`config.mk`:
```
export PLATFORM = sky130hd
export DESIGN_NAME = rij_fetch_ctrl_flat
export DESIGN_NICKNAME = d
export VERILOG_FILES = /design/src/rtl/rij_fetch_ctrl_if.sv /design/src/rtl/rij_fetch_ctrl.sv /design/src/flat_wrapper.sv
export SDC_FILE = /design/constraint.sdc
export NUM_CORES = 1
export LEC_CHECK = 0
export CAP_MARGIN = 5
export CORE_UTILIZATION = 49
export DETAILED_ROUTE_END_ITERATION = 10
export PLACE_DENSITY = 0.89
export RECOVER_POWER = 25
export SYNTH_ARGS = -nofsm -noshare
export SYNTH_HDL_FRONTEND = slang
export SYNTH_SLANG_ARGS = --single-unit
export TNS_END_PERCENT = 5
```
`constraint.sdc`:
```
create_clock -name clk -period 5.98 [get_ports clk]
set_input_delay 1.196 -clock clk [delete_from_list [all_inputs] [get_ports clk]]
set_output_delay 1.196 -clock clk [all_outputs]
set_load 0.05 [all_outputs]
```
`src/rtl/rij_fetch_ctrl_if.sv`:
```
// ---------------------------------------------------------------------------
// rij_fetch_ctrl_if
//   Bundles the signals between the multi-cycle control FSM and the R/I/J
//   datapath (IF stage, register file, ALU, data memory).
//
//   master modport : the control FSM (rij_fetch_ctrl)
//   slave  modport : the datapath / environment
//
//   Controller inputs : run, OP[5:0], func[5:0], ZF
//   Controller outputs: PC_Write, PC_s[1:0], IR_Write, Reg_Write, Mem_Write,
//                       ALU_OP[2:0], w_r_s[1:0], wr_data_s[1:0], rt_imm_s,
//                       imm_s, instr_done, illegal, state[2:0]
//   With PERF_CNT_EN defined: cyc_cnt[CNT_W-1:0], ret_cnt[CNT_W-1:0]
// ---------------------------------------------------------------------------
interface rij_fetch_ctrl_if #(
    parameter int CNT_W = 32
);
    logic       run;
    logic [5:0] OP;
    logic [5:0] func;
    logic       ZF;

    logic       PC_Write;
    logic [1:0] PC_s;
    logic       IR_Write;
    logic       Reg_Write;
    logic       Mem_Write;
    logic [2:0] ALU_OP;
    logic [1:0] w_r_s;
    logic [1:0] wr_data_s;
    logic       rt_imm_s;
    logic       imm_s;
    logic       instr_done;
    logic       illegal;
    logic [2:0] state;
`ifdef PERF_CNT_EN
    logic [CNT_W-1:0] cyc_cnt;
    logic [CNT_W-1:0] ret_cnt;
`endif

    modport master (
        input  run, OP, func, ZF,
        output PC_Write, PC_s, IR_Write, Reg_Write, Mem_Write, ALU_OP,
               w_r_s, wr_data_s, rt_imm_s, imm_s, instr_done, illegal, state
`ifdef PERF_CNT_EN
        , output cyc_cnt, ret_cnt
`endif
    );

    modport slave (
        output run, OP, func, ZF,
        input  PC_Write, PC_s, IR_Write, Reg_Write, Mem_Write, ALU_OP,
               w_r_s, wr_data_s, rt_imm_s, imm_s, instr_done, illegal, state
`ifdef PERF_CNT_EN
        , input cyc_cnt, ret_cnt
`endif
    );
endinterface

```
`src/rtl/rij_fetch_ctrl.sv`:
```
// ---------------------------------------------------------------------------
// rij_fetch_ctrl
//   Multi-cycle control FSM for the R/I/J-type CPU. Sequences IF (PC, ROM,
//   IR), decodes OP/func held in the IR and drives the PC_next mux select,
//   register-file / data-memory enables and ALU controls for each state.
//
//   Ports:
//     clk    : system clock, FSM advances on posedge
//     rst_n  : asynchronous active-low reset (IDLE, all enables off)
//     bus    : rij_fetch_ctrl_if.master (run/OP/func/ZF in, controls out)
//
//   Optional feature macro: PERF_CNT_EN adds the cycle and retired-
//   instruction counters (cyc_cnt, ret_cnt) of width CNT_W.
//
//   Outputs are decoded from the current state plus OP/func/ZF so that the
//   branch enable can follow ZF within EX.
// ---------------------------------------------------------------------------
module rij_fetch_ctrl #(
    parameter int CNT_W = 32
) (
    input logic             clk,
    input logic             rst_n,
    rij_fetch_ctrl_if.master bus
);

    typedef enum logic [2:0] {
        S_IDLE = 3'd0,
        S_IF   = 3'd1,
        S_ID   = 3'd2,
        S_EX   = 3'd3,
        S_MEM  = 3'd4,
        S_WB   = 3'd5,
        S_TRAP = 3'd7
    } state_e;

    typedef enum logic [3:0] {
        K_RALU, K_JR, K_IALU, K_LW, K_SW, K_BEQ, K_BNE, K_J, K_JAL, K_ILL
    } kind_e;

    localparam logic [2:0] ALU_AND = 3'b000;
    localparam logic [2:0] ALU_OR  = 3'b001;
    localparam logic [2:0] ALU_XOR = 3'b010;
    localparam logic [2:0] ALU_NOR = 3'b011;
    localparam logic [2:0] ALU_ADD = 3'b100;
    localparam logic [2:0] ALU_SUB = 3'b101;
    localparam logic [2:0] ALU_SLT = 3'b110;
    localparam logic [2:0] ALU_SLL = 3'b111;

    state_e     state_q, state_d;
    kind_e      kind;
    logic [2:0] alu_op;
    logic       use_imm;
    logic       sext;
    logic       done;

    // Instruction decode from the IR fields.
    // NOTE: every signal written in a combinational block gets a default
    // first, so no path leaves it unassigned and no latch is inferred.
    always_comb begin
        kind    = K_ILL;
        alu_op  = ALU_AND;
        use_imm = 1'b0;
        sext    = 1'b0;
        case (bus.OP)
            6'b000000: begin
                kind = K_RALU;
                case (bus.func)
                    6'b100100: alu_op = ALU_AND;
                    6'b100101: alu_op = ALU_OR;
                    6'b100110: alu_op = ALU_XOR;
                    6'b100111: alu_op = ALU_NOR;
                    6'b100000: alu_op = ALU_ADD;
                    6'b100010: alu_op = ALU_SUB;
                    6'b101011: alu_op = ALU_SLT;
                    6'b000100: alu_op = ALU_SLL;
                    6'b001000: kind   = K_JR;
                    default:   kind   = K_ILL;
                endcase
            end
            6'b001000: begin kind = K_IALU; alu_op = ALU_ADD; use_imm = 1'b1; sext = 1'b1; end
            6'b001100: begin kind = K_IALU; alu_op = ALU_AND; use_imm = 1'b1; end
            6'b001101: begin kind = K_IALU; alu_op = ALU_OR;  use_imm = 1'b1; end
            6'b001110: begin kind = K_IALU; alu_op = ALU_XOR; use_imm = 1'b1; end
            6'b001011: begin kind = K_IALU; alu_op = ALU_SLT; use_imm = 1'b1; sext = 1'b1; end
            6'b100011: begin kind = K_LW;   alu_op = ALU_ADD; use_imm = 1'b1; sext = 1'b1; end
            6'b101011: begin kind = K_SW;   alu_op = ALU_ADD; use_imm = 1'b1; sext = 1'b1; end
            6'b000100: begin kind = K_BEQ;  alu_op = ALU_SUB; end
            6'b000101: begin kind = K_BNE;  alu_op = ALU_SUB; end
            6'b000010: kind = K_J;
            6'b000011: kind = K_JAL;
            default:   kind = K_ILL;
        endcase
    end

    // Per-state control outputs and next state.
    always_comb begin
        state_d       = state_q;
        done          = 1'b0;
        bus.PC_Write  = 1'b0;
        bus.PC_s      = 2'b00;
        bus.IR_Write  = 1'b0;
        bus.Reg_Write = 1'b0;
        bus.Mem_Write = 1'b0;
        bus.ALU_OP    = 3'b000;
        bus.w_r_s     = 2'b00;
        bus.wr_data_s = 2'b00;
        bus.rt_imm_s  = 1'b0;
        bus.imm_s     = 1'b0;
        bus.illegal   = 1'b0;

        // ALU controls stay valid from EX through WB so the result and the
        // memory address remain stable while they are consumed.
        if (state_q == S_EX || state_q == S_MEM || state_q == S_WB) begin
            if (kind != K_JR) begin
                bus.ALU_OP   = alu_op;
                bus.rt_imm_s = use_imm;
                bus.imm_s    = sext;
            end
        end

        case (state_q)
            S_IDLE: if (bus.run) state_d = S_IF;
            S_IF: begin
                bus.IR_Write = 1'b1;
                bus.PC_Write = 1'b1;
                state_d      = S_ID;
            end
            S_ID: begin
                case (kind)
                    K_J, K_JAL: begin
                        bus.PC_Write = 1'b1;
                        bus.PC_s     = 2'b11;
                        done         = 1'b1;
                        if (kind == K_JAL) begin
                            bus.Reg_Write = 1'b1;
                            bus.w_r_s     = 2'b10;
                            bus.wr_data_s = 2'b10;
                        end
                    end
                    K_ILL:   state_d = S_TRAP;
                    default: state_d = S_EX;
                endcase
            end
            S_EX: begin
                case (kind)
                    K_JR: begin
                        bus.PC_Write = 1'b1;
                        bus.PC_s     = 2'b01;
                        done         = 1'b1;
                    end
                    K_BEQ, K_BNE: begin
                        bus.PC_s     = 2'b10;
                        bus.PC_Write = (kind == K_BEQ) ? bus.ZF : !bus.ZF;
                        done         = 1'b1;
                    end
                    K_LW, K_SW: state_d = S_MEM;
                    default:    state_d = S_WB;
                endcase
            end
            S_MEM: begin
                if (kind == K_SW) begin
                    bus.Mem_Write = 1'b1;
                    done          = 1'b1;
                end else begin
                    state_d = S_WB;
                end
            end
            S_WB: begin
                bus.Reg_Write = 1'b1;
                if (kind == K_IALU || kind == K_LW) bus.w_r_s = 2'b01;
                if (kind == K_LW) bus.wr_data_s = 2'b01;
                done = 1'b1;
            end
            S_TRAP:  bus.illegal = 1'b1;
            default: state_d = S_IDLE;
        endcase

        // run is only consulted at an instruction boundary.
        if (done) state_d = bus.run ? S_IF : S_IDLE;
    end

    assign bus.instr_done = done;
    assign bus.state      = state_q;

    // NOTE: sequential state uses non-blocking assignments so every register
    // samples pre-edge values regardless of block ordering.
    always_ff @(posedge clk or negedge rst_n) begin
        if (!rst_n) state_q <= S_IDLE;
        else        state_q <= state_d;
    end

`ifdef PERF_CNT_EN
    logic [CNT_W-1:0] cyc_cnt_q, ret_cnt_q;
    localparam logic [CNT_W-1:0] CNT_ONE = {{(CNT_W-1){1'b0}}, 1'b1};

    always_ff @(posedge clk or negedge rst_n) begin
        if (!rst_n) begin
            cyc_cnt_q <= '0;
            ret_cnt_q <= '0;
        end else begin
            if (state_q != S_IDLE && state_q != S_TRAP) cyc_cnt_q <= cyc_cnt_q + CNT_ONE;
            if (done) ret_cnt_q <= ret_cnt_q + CNT_ONE;
        end
    end

    assign bus.cyc_cnt = cyc_cnt_q;
    assign bus.ret_cnt = ret_cnt_q;
`endif

endmodule

```
`src/flat_wrapper.sv`:
```
// flat-port wrapper written by rule: the top's interface ports become plain ports
module rij_fetch_ctrl_flat 
#(
    parameter int CNT_W = 32
)
  (clk, rst_n, bus_run, bus_OP, bus_func, bus_ZF, bus_PC_Write, bus_PC_s, bus_IR_Write, bus_Reg_Write, bus_Mem_Write, bus_ALU_OP, bus_w_r_s, bus_wr_data_s, bus_rt_imm_s, bus_imm_s, bus_instr_done, bus_illegal, bus_state);
  rij_fetch_ctrl_if #(.CNT_W(CNT_W)) bus_i ();
  input logic clk;
  input logic rst_n;
  input wire logic [$bits(bus_i.run)-1:0] bus_run;
  input wire logic [$bits(bus_i.OP)-1:0] bus_OP;
  input wire logic [$bits(bus_i.func)-1:0] bus_func;
  input wire logic [$bits(bus_i.ZF)-1:0] bus_ZF;
  output wire logic [$bits(bus_i.PC_Write)-1:0] bus_PC_Write;
  output wire logic [$bits(bus_i.PC_s)-1:0] bus_PC_s;
  output wire logic [$bits(bus_i.IR_Write)-1:0] bus_IR_Write;
  output wire logic [$bits(bus_i.Reg_Write)-1:0] bus_Reg_Write;
  output wire logic [$bits(bus_i.Mem_Write)-1:0] bus_Mem_Write;
  output wire logic [$bits(bus_i.ALU_OP)-1:0] bus_ALU_OP;
  output wire logic [$bits(bus_i.w_r_s)-1:0] bus_w_r_s;
  output wire logic [$bits(bus_i.wr_data_s)-1:0] bus_wr_data_s;
  output wire logic [$bits(bus_i.rt_imm_s)-1:0] bus_rt_imm_s;
  output wire logic [$bits(bus_i.imm_s)-1:0] bus_imm_s;
  output wire logic [$bits(bus_i.instr_done)-1:0] bus_instr_done;
  output wire logic [$bits(bus_i.illegal)-1:0] bus_illegal;
  output wire logic [$bits(bus_i.state)-1:0] bus_state;
  assign bus_i.run = bus_run;
  assign bus_i.OP = bus_OP;
  assign bus_i.func = bus_func;
  assign bus_i.ZF = bus_ZF;
  assign bus_PC_Write = bus_i.PC_Write;
  assign bus_PC_s = bus_i.PC_s;
  assign bus_IR_Write = bus_i.IR_Write;
  assign bus_Reg_Write = bus_i.Reg_Write;
  assign bus_Mem_Write = bus_i.Mem_Write;
  assign bus_ALU_OP = bus_i.ALU_OP;
  assign bus_w_r_s = bus_i.w_r_s;
  assign bus_wr_data_s = bus_i.wr_data_s;
  assign bus_rt_imm_s = bus_i.rt_imm_s;
  assign bus_imm_s = bus_i.imm_s;
  assign bus_instr_done = bus_i.instr_done;
  assign bus_illegal = bus_i.illegal;
  assign bus_state = bus_i.state;
  rij_fetch_ctrl #(.CNT_W(CNT_W)) u_core (.clk(clk), .rst_n(rst_n), .bus(bus_i));
endmodule
```
Word-level counts from Yosys, hierarchy flattened --
Cells that the tools add are included.
Word-level totals: flip-flop bits (word level) 3, latch bits 0, bits in writable memories 0, bits in read-only memories 0, output and inout bits 20, word-level logic and storage cells 101, memories 0
Cells by class: add/sub/neg operators 0, multipliers 0, divide/modulo/power cells 0, magnitude comparators 0, eq/ne operators 41, shift-type cells 0, mux-type cells 41, bitwise gates (word level) 0, reduce and logical (&&, ||, !) cells 18
Operator list (number):
- equality test 6 bit, second input constant | 9
- equality test 6 x 4 -> 1 bit, second input constant | 6
- case mux 3 bit (6 select lines) | 2
- case mux 4 bit (8 select lines) | 1
- case mux 3 bit (7 select lines) | 1
- equality test 6 x 3 -> 1 bit, second input constant | 3
- two-way mux 1 bit | 18
- equality test 4 x 3 -> 1 bit, second input constant | 4
- case mux 2 bit (2 select lines) | 4
- two-way mux 3 bit | 5
- equality test 6 x 2 -> 1 bit, second input constant | 2
- inequality test 3 bit, second input constant | 4
- case mux 3 bit (2 select lines) | 2
- OR reduction 2 bit | 5
- equality test 3 bit, second input constant | 3
- equality test 4 x 2 -> 1 bit, second input constant | 2
- equality test 4 bit, second input constant | 2
- case mux 4 bit (2 select lines) | 1
- OR reduction 8 bit | 1
- OR reduction 7 bit | 1
- equality test 3 x 2 -> 1 bit, second input constant | 2
- logical NOT 6 bit | 1
- two-way mux 2 bit | 3
- OR reduction 3 bit | 2
- 13 further kinds | 16

Longest topological paths before layout --
Gate-level depths: netlist of run 1.
depth after elaboration 10, gate-level depth with buffers 9, mapped depth without buffers 7

Worst setup path after synthesis of run 1 --
Ideal clock, no wire load.
kind input to output, start input port bus_func[1], end output port bus_rt_imm_s, arrival time 4955 ps, path slack -171 ps, cell stages on the path 6, cells stage by stage or3b_4 -> a2111oi_4 -> nor3_2 -> nor4_4 -> nor3_2 -> a2111oi_0
On the way: longest elaborated chain between the ends 7
RTL lines:
- from (decl) | RTL line flat_wrapper.sv:12 | input wire logic [$bits(bus_i.func)-1:0] bus_func;
- equality test 6 bit / equality test 6 x 3 -> 1 bit (equally long branches) | RTL line rij_fetch_ctrl.sv:67 | case (bus.func)
- OR reduction 8 bit (no line)
- case mux 4 bit (2 select lines) * | RTL line rij_fetch_ctrl.sv:67
- case mux 4 bit (8 select lines) * | RTL line rij_fetch_ctrl.sv:64 | case (bus.OP)
- inequality test 4 x 1 -> 1 bit * | RTL line rij_fetch_ctrl.sv:114 | if (kind != K_JR) begin
- two-way mux 1 bit * | RTL line rij_fetch_ctrl.sv:114
- two-way mux 1 bit * | RTL line rij_fetch_ctrl.sv:113 | if (state_q == S_EX || state_q == S_MEM || state_q == S_WB) begin
- to (decl) | RTL line flat_wrapper.sv:22 | output wire logic [$bits(bus_i.rt_imm_s)-1:0] bus_rt_imm_s;
Every way passes the cells marked *; elsewhere a longest branch is shown, timed or not.

Worst setup path in the final report of run 1 --
start input port bus_OP[2], end output port bus_rt_imm_s
On the way: longest elaborated chain between the ends 6
RTL lines:
- from (decl) | RTL line flat_wrapper.sv:11 | input wire logic [$bits(bus_i.OP)-1:0] bus_OP;
- equality test 6 x 4 -> 1 bit | RTL line rij_fetch_ctrl.sv:64
- OR reduction 5 bit (no line)
- case mux 4 bit (8 select lines) | RTL line rij_fetch_ctrl.sv:64
- inequality test 4 x 1 -> 1 bit | RTL line rij_fetch_ctrl.sv:114
- two-way mux 1 bit * | RTL line rij_fetch_ctrl.sv:114
- two-way mux 1 bit * | RTL line rij_fetch_ctrl.sv:113
Marks and branches as above.

==> metrics.md, run 1 <==
| Metric | Value |
|---|---|
| Grt ovf | 0 |
| # hold bufs at CTS | 0 |
| Die Y-Extent | 48.2 um |
| Share of cells above drive strength 1 | 0.141 |
| Vias per cell | 6.14 |
| DRC violations left | 0 |
| Leading area contributor after synthesis | nor2_1 |
| TritonCTS Buffers | 3 |
| Int Pwr | 164 uW |
| Antenna diodes | 0 |
| Max FO, Critical Path | 14 |
| Most common cell after layout, fill and taps aside | clkdlybuf4s50_1 |
| Cells resized by post-CTS repair | 0 |
| Max_cap viols | 0 |
| Area post-placement | 1410 sq um |
| Worst setup margin | 0.296 ns |
| Status | completed |
| Worst Setup End Kind | output port |
| Top cells by area, synth | nor2_1 7.9%, dfrtp_1 7.2%, nor3_1 5.7% |
| Post-Syn Area | 1050 sq um |
| Clk Latency, worst-skew pair | 0.23 ns |
| CTS tree | built |
| Final HPWL DP | 2530 um |
| CORE AREA | 1980 sq um |
| I/O pin count | 36 |
| Post-synth net total | 175 |
| Iter 0 DRT Violations | 50 |
| Fillers | 163 |
| Final Hold Fails | 0 |
| Net switching power | 232 uW |
| Slew Limit Fails | 0 |
| Largest net degree at the start of global routing | 15 |
| Syn. warnings | 0 |
| Crit path DAT | 4.49 ns |
| Tcrit/Tclk final | 0.951 |
| CTS max path bufs | 2 |
| Comb pwr share | 0.766 |
| RSZ-0062 raised after global routing | no |
| Dpl ws | 0.304 ns |
| Synthesized area per cell | 6.63 sq um |
| Distinct cells, synth | 58 |
| Power share of the sequential group | 0.145 |
| GPL Wtd Cong | 0.894 |
| Clock Sinks | 3 |
| #FFs+latches synth | 3 |
| Detailed-route wire length per cell | 14.0 um |
| Max reg flops | 3 |
| Post-synth EDFFs | 0 |
| Max_slew headroom | 0.655 |
| Clk_skew | 0.00125 ns |
| Synth-to-layout area growth | 37.4% |
| Post-CTS setup buffers | 0 |
| Die X-Extent | 48.2 um |
| Final ANT Viol Nets | 0 |
| Fmax | 176 MHz |
| Clock power share | 0.089 |
| Worst ir drop on vdd | 0.000303 V |
| Worst hold path class | flip-flop to flip-flop |
| Most frequent cells in the layout | 26 x clkdlybuf4s50_1, 22 x nor2_1, 12 x nor3_1 |
| Area share of the largest cell type after synthesis | 0.0789 |
| Asr flop ratio synth | 1.00 |
| Final Cell Area | 1440 sq um |
| All-Layer GR Usage | 0.295 |
| Setup TNS Final | 0 ns |
| CTS root buffer | clkbuf_4 |
| # rows | 16 |
| Power per cell area | 275 nW/um^2 |
| Post-synth top flop | dfrtp_1 |
| Drt first pass iters | 4 |
| Starting Density | 0.528 |
| Clock-pin slew on the worst setup and hold paths | 0.04 ns |
| Full die area | 2330 sq um |
| Static leakage | 0.516 nW |
| Number of global-route vias before repair | 1,128 |
| Setup violators final | 0 |
| Final net count | 210 |
| Htree depth | 1 |
| WS Path Type | primary input to output port |
| Register area share after synthesis | 0.0717 |
| Hold Slack | 0.728 ns |
| Net Sw Frac | 0.585 |
| Cells after synthesis | 158 |
| Routed via count | 1,344 |
| Period minus WS final | 5.68 ns |
| First-pass GRT wire length | 4970 um |
| # port buffers | 35 |
| Worst path required time | 4.78 ns |
| Worst-margin pin slew | 0.515 ns |
| Drt total wl | 3080 um |
| Initial antenna violation count | 0 |
| CP Launch Type | primary input |
## critical path, cell delays in order
cell,delay [ns]
clkdlybuf4s50_1,0.64
nor2b_1,0.44
a211oi_1,0.13
a211o_1,0.30
a21oi_1,0.36
nor3_2,0.13
a2111oi_1,0.40
clkdlybuf4s50_1,0.89
## metrics by stage
step / total power, mW / utilization / cells
global placement: 0.358 / 0.713 / 215
global route: 0.430 / 0.726 / 219
detailed placement: 0.364 / 0.713 / 215
CTS: 0.400 / 0.726 / 219
floorplan: 0.273 / - / 158
finish: 0.396 / 0.726 / 219
## power by group through the flow
| stage | sequential (mW) | combinational, mW | clock, mW |
|---|---|---|---|
| floorplan | 0.0766 | 0.196 | 0 |
| global placement | 0.0571 | 0.300 | 0 |
| detailed placement | 0.0577 | 0.306 | 0 |
| CTS | 0.0573 | 0.307 | 0.0359 |
| global route | 0.0612 | 0.329 | 0.0398 |
| finish | 0.0574 | 0.304 | 0.0352 |
## cells in the mapped netlist (all sizes together) (2+ instances only)
master	count
nor2	22
nor3	14
a21oi	12
nand2	7
nand3	7
buf	6
inv	6
o21ai	6
a31oi	5
clkbuf	4
nor2b	4
or4	4
a211oi	3
and3	3
dfrtp	3
nand2b	3
nand3b	3
or2	3
xor2	3
a2111oi	2
a211o	2
a22oi	2
a41oi	2
clkinv	2
nand4	2
nor3b	2
nor4	2
o21a	2
or3	2
xnor2	2
## metal layers
| layer | global-route usage | vias to the layer above | routed length, um |
|---|---|---|---|
| met5 | 0 | - | 0 |
| met1 | 0.424 | 610 | 1390 |
| met2 | 0.485 | 63 | 1460 |
| met3 | 0.0296 | 2 | 217 |
| met4 | 0.0389 | 0 | 10 |
| li1 | - | 669 | - |
## kinds of logic after synthesis
logic type | Yosys count | synth area share
AO/OA/AOI/OAI | 46 | 0.326
XOR/XNOR | 5 | 0.0418
adder cells (fa/ha/maj) | 1 | 0.0119
buffers and inverters | 18 | 0.0717
flip-flops | 3 | 0.0717
AND/OR/NAND/NOR | 85 | 0.477
## final timing paths
kind / start / end / slack [ns] / cells after the start
setup / recovery: bus_OP[2] / bus_rt_imm_s / 0.30 / 8
min in group asynchronous: rst_n / u_core.bus.state[0] / 1.21 / 1
setup reg to reg: u_core.bus.state[1] / u_core.bus.state[0] / 4.15 / 4
hold / removal: u_core.bus.state[1] / u_core.bus.state[2] / 0.73 / 1
max in group asynchronous: rst_n / u_core.bus.state[2] / 4.63 / 1
hold reg to reg: u_core.bus.state[1] / u_core.bus.state[2] / 0.73 / 1
## cell type report
| cell class | instances | area [sq um] | share of cell area |
|---|---|---|---|
| timing repair buffer | 40 | 375 | 0.261 |
| inverter | 8 | 30.0 | 0.0209 |
| multi-input combinational | 137 | 898 | 0.624 |
| sequential | 3 | 75.1 | 0.0522 |
| tap | 27 | 33.8 | 0.0235 |
| clock buffer | 4 | 26.3 | 0.0183 |
(Power assumes the default switching activity.)
==> run 2: changes to the inputs <==
--- a/config.mk
+++ b/config.mk
@@ -6,9 +6,9 @@
 export NUM_CORES = 1
 export LEC_CHECK = 0
 export CAP_MARGIN = 5
-export CORE_UTILIZATION = 49
+export CORE_UTILIZATION = 40
 export DETAILED_ROUTE_END_ITERATION = 10
-export PLACE_DENSITY = 0.89
+export PLACE_DENSITY = 0.75
 export RECOVER_POWER = 25
 export SYNTH_ARGS = -nofsm -noshare
 export SYNTH_HDL_FRONTEND = slang
==> run 2 against run 1 <==
Sequential power increased by 1%. Sequential cell count unchanged. Critical endpoint unchanged. Setup slack got worse by 0.027 ns. Largest cell class unchanged. Global-route usage decreased by 4.7 points. Cell count increased by 1.4%. Routed wire length increased by 4.0%. Register-to-register slack got worse by 0.04 ns. Non-clock buffer count unchanged. Worst hold slack improved by 0.00063 ns. Critical path depth unchanged. Maximum frequency decreased by 0.46%. Critical path type unchanged.
==> metrics.md, run 2 (synthesized netlist as in run 1, its figures left out) <==
| Metric | Value |
|---|---|
| Synth-to-layout area growth | 37.8% |
| First-pass GRT wire length | 5270 um |
| Die Y-Extent | 53.2 um |
| # hold bufs at CTS | 0 |
| Slew Limit Fails | 0 |
| R2R Path End | u_core.bus.state[0] |
| Iter 0 DRT Violations | 73 |
| Power per cell area | 276 nW/um^2 |
| Drt total wl | 3200 um |
| Final HPWL DP | 2610 um |
| I/O pin count | 36 |
| RSZ-0062 raised after global routing | no |
| Worst path max stage delay | 0.89 ns |
| Critical path buffers and inverters | 2 |
| Static leakage | 0.516 nW |
| Period minus WS final | 5.71 ns |
| WS Path Type | primary input to output port |
| Largest net degree at the start of global routing | 15 |
| Final Hold Fails | 0 |
| Setup violators final | 0 |
| Slowest CP cell | clkdlybuf4s50_1 |
| Status | completed |
| Setup TNS Final | 0 ns |
| Critical Path Sink | bus_rt_imm_s |
| Total stage count of the critical path | 8 |
| Worst Setup End Kind | output port |
| Max_cap viols | 0 |
| TritonCTS Buffers | 3 |
| Worst ir drop on vdd | 0.000276 V |
| Storage cell area | 75.1 sq um |
| Clock Sinks | 3 |
| FF-to-FF setup slack | 4.11 ns |
| Max reg flops | 3 |
| Die X-Extent | 53.2 um |
| Number of global-route vias before repair | 1,162 |
| Vias per cell | 6.01 |
| Full die area | 2830 sq um |
| Multi-input logic area | 898 sq um |
| Most frequent cells in the layout | 26 x clkdlybuf4s50_1, 22 x nor2_1, 12 x nor3_1 |
| Clock-pin slew on the worst setup and hold paths | 0.04 ns |
| Drt first pass iters | 4 |
| # rows | 18 |
| CORE AREA | 2480 sq um |
| Worst r2r path cells | 4 |
| Post-CTS setup buffers | 0 |
| Cells resized by post-CTS repair | 0 |
| Routed via count | 1,334 |
| CTS max path bufs | 2 |
| Final ANT Viol Nets | 0 |
| Fmax | 175 MHz |
| CP Launch Type | primary input |
| GPL Wtd Cong | 0.932 |
| Hold Slack | 0.729 ns |
| CTS root buffer | clkbuf_4 |
| Most common cell after layout, fill and taps aside | clkdlybuf4s50_1 |
| Starting Density | 0.423 |
| Grt ovf | 0 |
| Clk_skew | 0.00356 ns |
| Antenna diodes | 0 |
| Htree depth | 1 |
| Worst path required time | 4.78 ns |
| Final non-filler cell total | 222 |
| Reg-to-reg critical path startpoint | u_core.bus.state[1] |
| DRC violations left | 0 |
| Final net count | 210 |
| Initial antenna violation count | 0 |
| Share of cells above drive strength 1 | 0.141 |
| Clk Latency, worst-skew pair | 0.23 ns |
| Detailed-route wire length per cell | 14.4 um |
| # port buffers | 35 |
| Tcrit/Tclk final | 0.955 |
| Critical Path Source | bus_func[2] |
| Placed cells | 218 |
| CTS tree | built |
| CP top delay family | buffers and inverters |
| Worst-margin pin slew | 0.590 ns |
| All-Layer GR Usage | 0.248 |
| Max FO, Critical Path | 7 |
| Critical-path cell list | clkdlybuf4s50_1 > or3b_4 > a2111oi_4 > nor3_2 > nor4_4 > nor3_2 > a2111oi_1 > clkdlybuf4s50_1 |
| Worst hold path class | flip-flop to flip-flop |
| Crit path DAT | 4.52 ns |
| Fillers | 251 |
| Max_slew headroom | 0.604 |
-- run 2: how the worst min path moves through the flow --
stage                                   start             endpoint  cells after the start
after floorplan                         rst_n  u_core.bus.state[0]                      0
after global placement    u_core.bus.state[1]  u_core.bus.state[2]                      1
after detailed placement  u_core.bus.state[1]  u_core.bus.state[2]                      1
after CTS                 u_core.bus.state[1]  u_core.bus.state[2]                      1
after global routing      u_core.bus.state[1]  u_core.bus.state[2]                      1
final                     u_core.bus.state[1]  u_core.bus.state[2]                      1
-- run 2: final cells by class --
class | count | area share
inverter | 8 | 0.0208
multi-input combinational | 137 | 0.623
timing repair buffer | 40 | 0.260
clock buffer | 4 | 0.0182
tap | 30 | 0.0260
sequential | 3 | 0.0520
-- run 2: layer usage --
| layer | part of all wire | GRT usage | up-vias |
|---|---|---|---|
| met1 | 0.43 | 0.340 | 609 |
| li1 | - | - | 669 |
| met4 | 0 | 0.0395 | 0 |
| met2 | 0.50 | 0.422 | 56 |
| met3 | 0.069 | 0.0230 | 0 |
| met5 | 0 | 0 | - |
-- run 2: power breakdown --
group / total (mW) / switching [mW] / internal, mW / leakage [nW]
clock network: 0.0345 / 0.00954 / 0.0249 / 0.0150
logic: 0.305 / 0.197 / 0.108 / 0.465
registers: 0.0580 / 0.0269 / 0.0311 / 0.0356
total: 0.398 / 0.234 / 0.164 / 0.516
-- run 2: per-stage QoR --
| stage | cell area (sq um) | utilization | power, mW | setup slack [ns] |
|---|---|---|---|---|
| CTS | 1440 | 0.582 | 0.400 | 0.265 |
| global placement | 1420 | 0.572 | 0.359 | 0.348 |
| global route | 1440 | 0.582 | 0.429 | 0.116 |
| detailed placement | 1420 | 0.572 | 0.364 | 0.276 |
| finish | 1440 | 0.582 | 0.398 | 0.269 |
| floorplan | 1050 | - | 0.273 | 0.509 |
==> run 3: changes to the inputs <==
--- a/config.mk
+++ b/config.mk
@@ -7,6 +7,7 @@
 export LEC_CHECK = 0
 export CAP_MARGIN = 5
 export CORE_UTILIZATION = 40
+export CTS_CLUSTER_SIZE = 14
 export DETAILED_ROUTE_END_ITERATION = 10
 export PLACE_DENSITY = 0.75
 export RECOVER_POWER = 25
==> results of run 3 <==
Final layout, timing and power as in run 2 (identical DEF).
